--- src/rtl/uart_rx.sv ---
// uart_rx: 8N1 oversampling serial receiver with a one-deep holding register
// and sticky framing/overrun flags for the bus-side status register.
module uart_rx #(
   parameter int OVERSAMPLE = 16,
   parameter int TICK_W     = 4
) (
   input  logic       clk,
   input  logic       rst,
   input  logic       sample_edge,
   input  logic       rx,
   output logic [7:0] data,
   output logic       data_valid,
   input  logic       read_ack,
   input  logic       err_clr,
   output logic       framing_err,
   output logic       overrun,
   output logic       busy
);
   typedef enum logic [2:0] {IDLE, START, DATA, STOP, BRK} state_t;
   localparam logic [TICK_W-1:0] HALF = TICK_W'(OVERSAMPLE / 2 - 1);
   localparam logic [TICK_W-1:0] FULL = TICK_W'(OVERSAMPLE - 1);
   state_t            state, state_n;
   logic [TICK_W-1:0] tick_cnt, tick_n;
   logic [2:0]        bit_idx, bit_n;
   logic [7:0]        shift, shift_n;
   logic              rx_m, rx_s, deliver, stop_bad;
   always_ff @(posedge clk or posedge rst)
      if (rst) begin
         rx_m <= 1'b1;
         rx_s <= 1'b1;
      end else begin
         rx_m <= rx;
         rx_s <= rx_m;
      end
   always_ff @(posedge clk or posedge rst)
      if (rst) begin
         state    <= IDLE;
         tick_cnt <= '0;
         bit_idx  <= '0;
         shift    <= '0;
      end else begin
         state    <= state_n;
         tick_cnt <= tick_n;
         bit_idx  <= bit_n;
         shift    <= shift_n;
      end
   // counters only move on sample_edge; the START check lands at mid start-bit
   always_comb begin
      state_n  = state;
      tick_n   = tick_cnt;
      bit_n    = bit_idx;
      shift_n  = shift;
      deliver  = 1'b0;
      stop_bad = 1'b0;
      if (sample_edge)
         case (state)
            IDLE:  if (!rx_s) begin
                      state_n = START;
                      tick_n  = '0;
                   end
            START: if (tick_cnt == HALF) begin
                      state_n = rx_s ? IDLE : DATA;
                      tick_n  = '0;
                      bit_n   = '0;
                   end else tick_n = tick_cnt + 1'b1;
            DATA:  if (tick_cnt == FULL) begin
                      shift_n = {rx_s, shift[7:1]};
                      tick_n  = '0;
                      bit_n   = bit_idx + 3'd1;
                      state_n = (bit_idx == 3'd7) ? STOP : DATA;
                   end else tick_n = tick_cnt + 1'b1;
            STOP:  if (tick_cnt == FULL) begin
                      deliver  = rx_s;
                      stop_bad = !rx_s;
                      state_n  = rx_s ? IDLE : BRK;
                      tick_n   = '0;
                   end else tick_n = tick_cnt + 1'b1;
            BRK:   state_n = rx_s ? IDLE : BRK;
            default: state_n = IDLE;
         endcase
   end
   // a same-cycle ack frees the holding register for the arriving byte
   always_ff @(posedge clk or posedge rst)
      if (rst) begin
         data        <= '0;
         data_valid  <= 1'b0;
         framing_err <= 1'b0;
         overrun     <= 1'b0;
      end else begin
         if (deliver && (!data_valid || read_ack)) begin
            data       <= shift;
            data_valid <= 1'b1;
         end else if (read_ack && !deliver) data_valid <= 1'b0;
         framing_err <= stop_bad | (framing_err & ~err_clr);
         overrun     <= (deliver & data_valid & ~read_ack) | (overrun & ~err_clr);
      end
   assign busy = (state != IDLE);
endmodule
--- config.mk ---
export PLATFORM = sky130hd
export DESIGN_NAME = uart_rx
export DESIGN_NICKNAME = d
export VERILOG_FILES = /design/src/rtl/uart_rx.sv
export SDC_FILE = /design/constraint.sdc
export NUM_CORES = 1
export LEC_CHECK = 0
export CAP_MARGIN = 15
export CELL_PAD_IN_SITES_DETAIL_PLACEMENT = 1
export CELL_PAD_IN_SITES_GLOBAL_PLACEMENT = 1
export CORE_MARGIN = 4
export CORE_UTILIZATION = 50
export CTS_BUF_LIST = sky130_fd_sc_hd__clkbuf_4 sky130_fd_sc_hd__clkbuf_8
export CTS_CLUSTER_DIAMETER = 100
export CTS_CLUSTER_SIZE = 8
export DETAILED_ROUTE_END_ITERATION = 16
export GPL_ROUTABILITY_DRIVEN = 1
export PLACE_DENSITY = 0.87
export SYNTH_ARGS = -nofsm -noshare
export SYNTH_HDL_FRONTEND = slang
export SYNTH_SLANG_ARGS = --single-unit
--- constraint.sdc ---
create_clock -name clk -period 4.9 [get_ports clk]
set_clock_uncertainty 0.05 [all_clocks]
set_input_delay 0.49 -clock clk [delete_from_list [all_inputs] [get_ports clk]]
set_output_delay 0.49 -clock clk [all_outputs]
set_load 0.02 [all_outputs]
==> impl_metrics.env <==
export IMPL_holdPathStages=0
export IMPL_syn2layout_area_growth_pct=19.7
export IMPL_drive_above_1_share_pct=25.2
export IMPL_tightest_slew_ps=609
export IMPL_max_slew_margin_rel_pct=59.3
export IMPL_p_sw_share_pct=34.6
export IMPL_maxCapViolCount=0
export IMPL_max_stage_delay_ps=550
export IMPL_whs_endpoint="rx_s"
export IMPL_place_congestion=0.814
export IMPL_setup_worst_path_start_class="register"
export IMPL_synthArstFlopShare_pct=100
export IMPL_power_share_sequential_pct=45.4
export IMPL_antenna_found_initial=0
export IMPL_finalHoldViolCount=0
export IMPL_vias_per_cell=5.79
export IMPL_pwr_share_clk_pct=26.0
export IMPL_synth_common_cells="dfrtp_1, mux2_2, inv_1, nand2_1, nor2_1"
export IMPL_hold_start="rx_m"
export IMPL_cts_num_sinks=31
export IMPL_core_mm2=0.00281
export IMPL_synth_flop_cell="dfrtp_1"
export IMPL_h_tree_depth=2
export IMPL_rrSetupSlack_ps=2720
export IMPL_io_pins=18
export IMPL_wire_per_inst_um=18.9
export IMPL_p_comb_share_pct=28.6
export IMPL_final_cells=170
export IMPL_cts_inserted_buffers=5
export IMPL_dieArea_mm2=0.00390
export IMPL_yosysTopAreaCell="dfrtp_1"
export IMPL_synth_enable_flop_cells=0
export IMPL_route_detailed_drc=0
export IMPL_yosysMostFrequentCell="dfrtp_1"
export IMPL_die_w_um=62.5
export IMPL_fmax_mhz=420
export IMPL_antenna_cells=0
export IMPL_wirelength_um=3220
export IMPL_fin_nets=147
export IMPL_drt_iter0_markers=81
export IMPL_p_per_area_mw_per_mm2=455
export IMPL_critPathMaxFanout=11
export IMPL_period_needed_ps=2380
export IMPL_grt_pass1_wl_um=5570
export IMPL_drv_slew=0
export IMPL_p_sw_uw=279
export IMPL_rsz0062_at_grt="false"
export IMPL_ir_drop_mv=0.230
export IMPL_ys_seq_elements=31
export IMPL_worst_r2r_endpoint="data[1]"
export IMPL_critPathCaptureType="primary output"
export IMPL_final_setup_tns_ps=0
export IMPL_hold_buffers=0
export IMPL_first_global_vias=1120
export IMPL_min_path_type="reg2reg"
export IMPL_crit_family="buffers and inverters"
export IMPL_ys_warn_count=0
export IMPL_synth_cell_types=43
export IMPL_synthCells=118
export IMPL_grt_max_degree=32
export IMPL_criticalPathCategory="reg2out"
export IMPL_fin_util_pct=63.3
export IMPL_clock_root_buffer="clkbuf_4"
export IMPL_rr_startpoint="tick_cnt[0]"
export IMPL_clk_latency_ps=340
export IMPL_cp_slowest_cell="clkdlybuf4s50_1"
export IMPL_synthTopCellsByArea="dfrtp_1, mux2_2, dfstp_2, ha_1, inv_1"
export IMPL_portBuffers=17
export IMPL_cts_tree="done"
export IMPL_placementRows=19
export IMPL_p_leak_nw=0.795
export IMPL_crit_chain="or3_1 > clkdlybuf4s50_1"
export IMPL_initial_core_util_pct=52.9
export IMPL_r2r_cells=4
export IMPL_via_count=985
export IMPL_post_cts_buffers=0
export IMPL_clk_path_buf_depth=2
export IMPL_crit_arrival_ps=1840
export IMPL_gr_total_overflow=0
export IMPL_dp_cells=161
export IMPL_cts_resized=0
export IMPL_synth_seq_area_share_pct=52.5
export IMPL_die_height_um=62.5
export IMPL_grt_usage_pct=19.0
export IMPL_drtAntennaViolNets=0
export IMPL_power_internal_uw=529
export IMPL_syn_area_mm2=0.00148
export IMPL_synthesis_nets=127
export IMPL_setup_viol=0
export IMPL_synth_area_per_cell_um2=12.6
export IMPL_dr_pass1_iters=4
export IMPL_dp_hpwl_um=2230
export IMPL_period_share_pct=48.5
export IMPL_crit_buf_inv=1
export IMPL_status="completed"
export IMPL_crit_required_ps=4360
export IMPL_synth_top_cell_area_share_pct=48.9
export IMPL_clk_pin_slew_ps=90
[worst reg2reg max path: stages, from the launching register on]
cell	delay, ps
dfrtp_1	420
ha_1	390
nand4_4	190
nor4b_4	610
mux2_2	410
[cells by family after synthesis]
family / Yosys count / share of synthesized area (%)
AOI/OAI and AO/OA: 13 / 7.51
xor gates and xnor gates: 1 / 0.591
adders and majority gates: 3 / 2.53
buffers and inverters: 12 / 3.80
DFF: 31 / 52.5
muxes: 20 / 15.3
and+or+nand+nor: 38 / 17.8
[cell type report]
type                    instances  area (um2)
clock buffers                   6        51.3
clock inverters                 2        35.0
fillers                       269        1030
inverters                       7        26.3
multi-input cells              75         648
flip-flops and latches         31         778
well taps                      31        38.8
repair buffers                 18         198
[routing by layer]
metal / up-vias / GRT usage (%) / wire [um]
li1: 459 / - / -
met1: 485 / 21.2 / 1290
met2: 28 / 30.2 / 1620
met3: 13 / 8.45 / 165
met4: 0 / 10.7 / 144
met5: - / 0 / 0
[per-stage QoR]
stage	setup WS [ps]	cell area (um2)	total power, mW	hold WS (ps)
6_report	2520	1780	0.808	312
5_1_grt	2440	1780	0.874	311
4_1_cts	2510	1750	0.810	309
3_5_place_dp	2370	1660	0.594	304
3_3_place_gp	2440	1660	0.569	296
2_1_floorplan	3080	1480	0.537	295
[sequential cells by signal (all words and copies together), names as in the netlist]
signal       count
shift            8
rx_s             1
data             8
data_valid       1
framing_err      1
rx_m             1
bit_idx          3
overrun          1
tick_cnt         4
state            3
[power groups by stage]
| stage | sequential, mW | clock, mW | combinational [mW] |
|---|---|---|---|
| 6_report | 0.367 | 0.210 | 0.231 |
| 5_1_grt | 0.377 | 0.236 | 0.260 |
| 4_1_cts | 0.367 | 0.216 | 0.227 |
| 3_5_place_dp | 0.372 | 0 | 0.223 |
| 3_3_place_gp | 0.365 | 0 | 0.204 |
| 2_1_floorplan | 0.329 | 0 | 0.208 |
[worst max path at each step]
stage,startpoint,end,slack [ps],cells after the start
floorplan,tick_cnt[0],data[0],3080,4
global placement,sample_edge,data[0],2440,4
detailed placement,sample_edge,data[6],2370,4
CTS,state[2],busy,2510,2
global route,state[2],busy,2440,2
finish,state[2],busy,2520,2
[cells in the final DEF (no fill, tap or decap), types with 2 or more instances in the layout]
cell,synthesis,layout
a21oi_1,2,2
dfrtp_1,29,29
a22o_1,2,2
nor3b_1,2,2
nand2b_1,2,2
nand3b_1,2,2
clkdlybuf4s50_1,0,17
nor2_1,5,5
ha_1,3,3
inv_1,7,7
clkbuf_4,0,5
mux2_2,17,17
nor4b_1,2,2
nand3_1,2,2
or3b_2,2,2
mux2i_1,2,2
dfstp_2,2,2
nand2_1,7,7
or3_1,2,2
No activity file was read; power rests on OpenSTA's default activity.
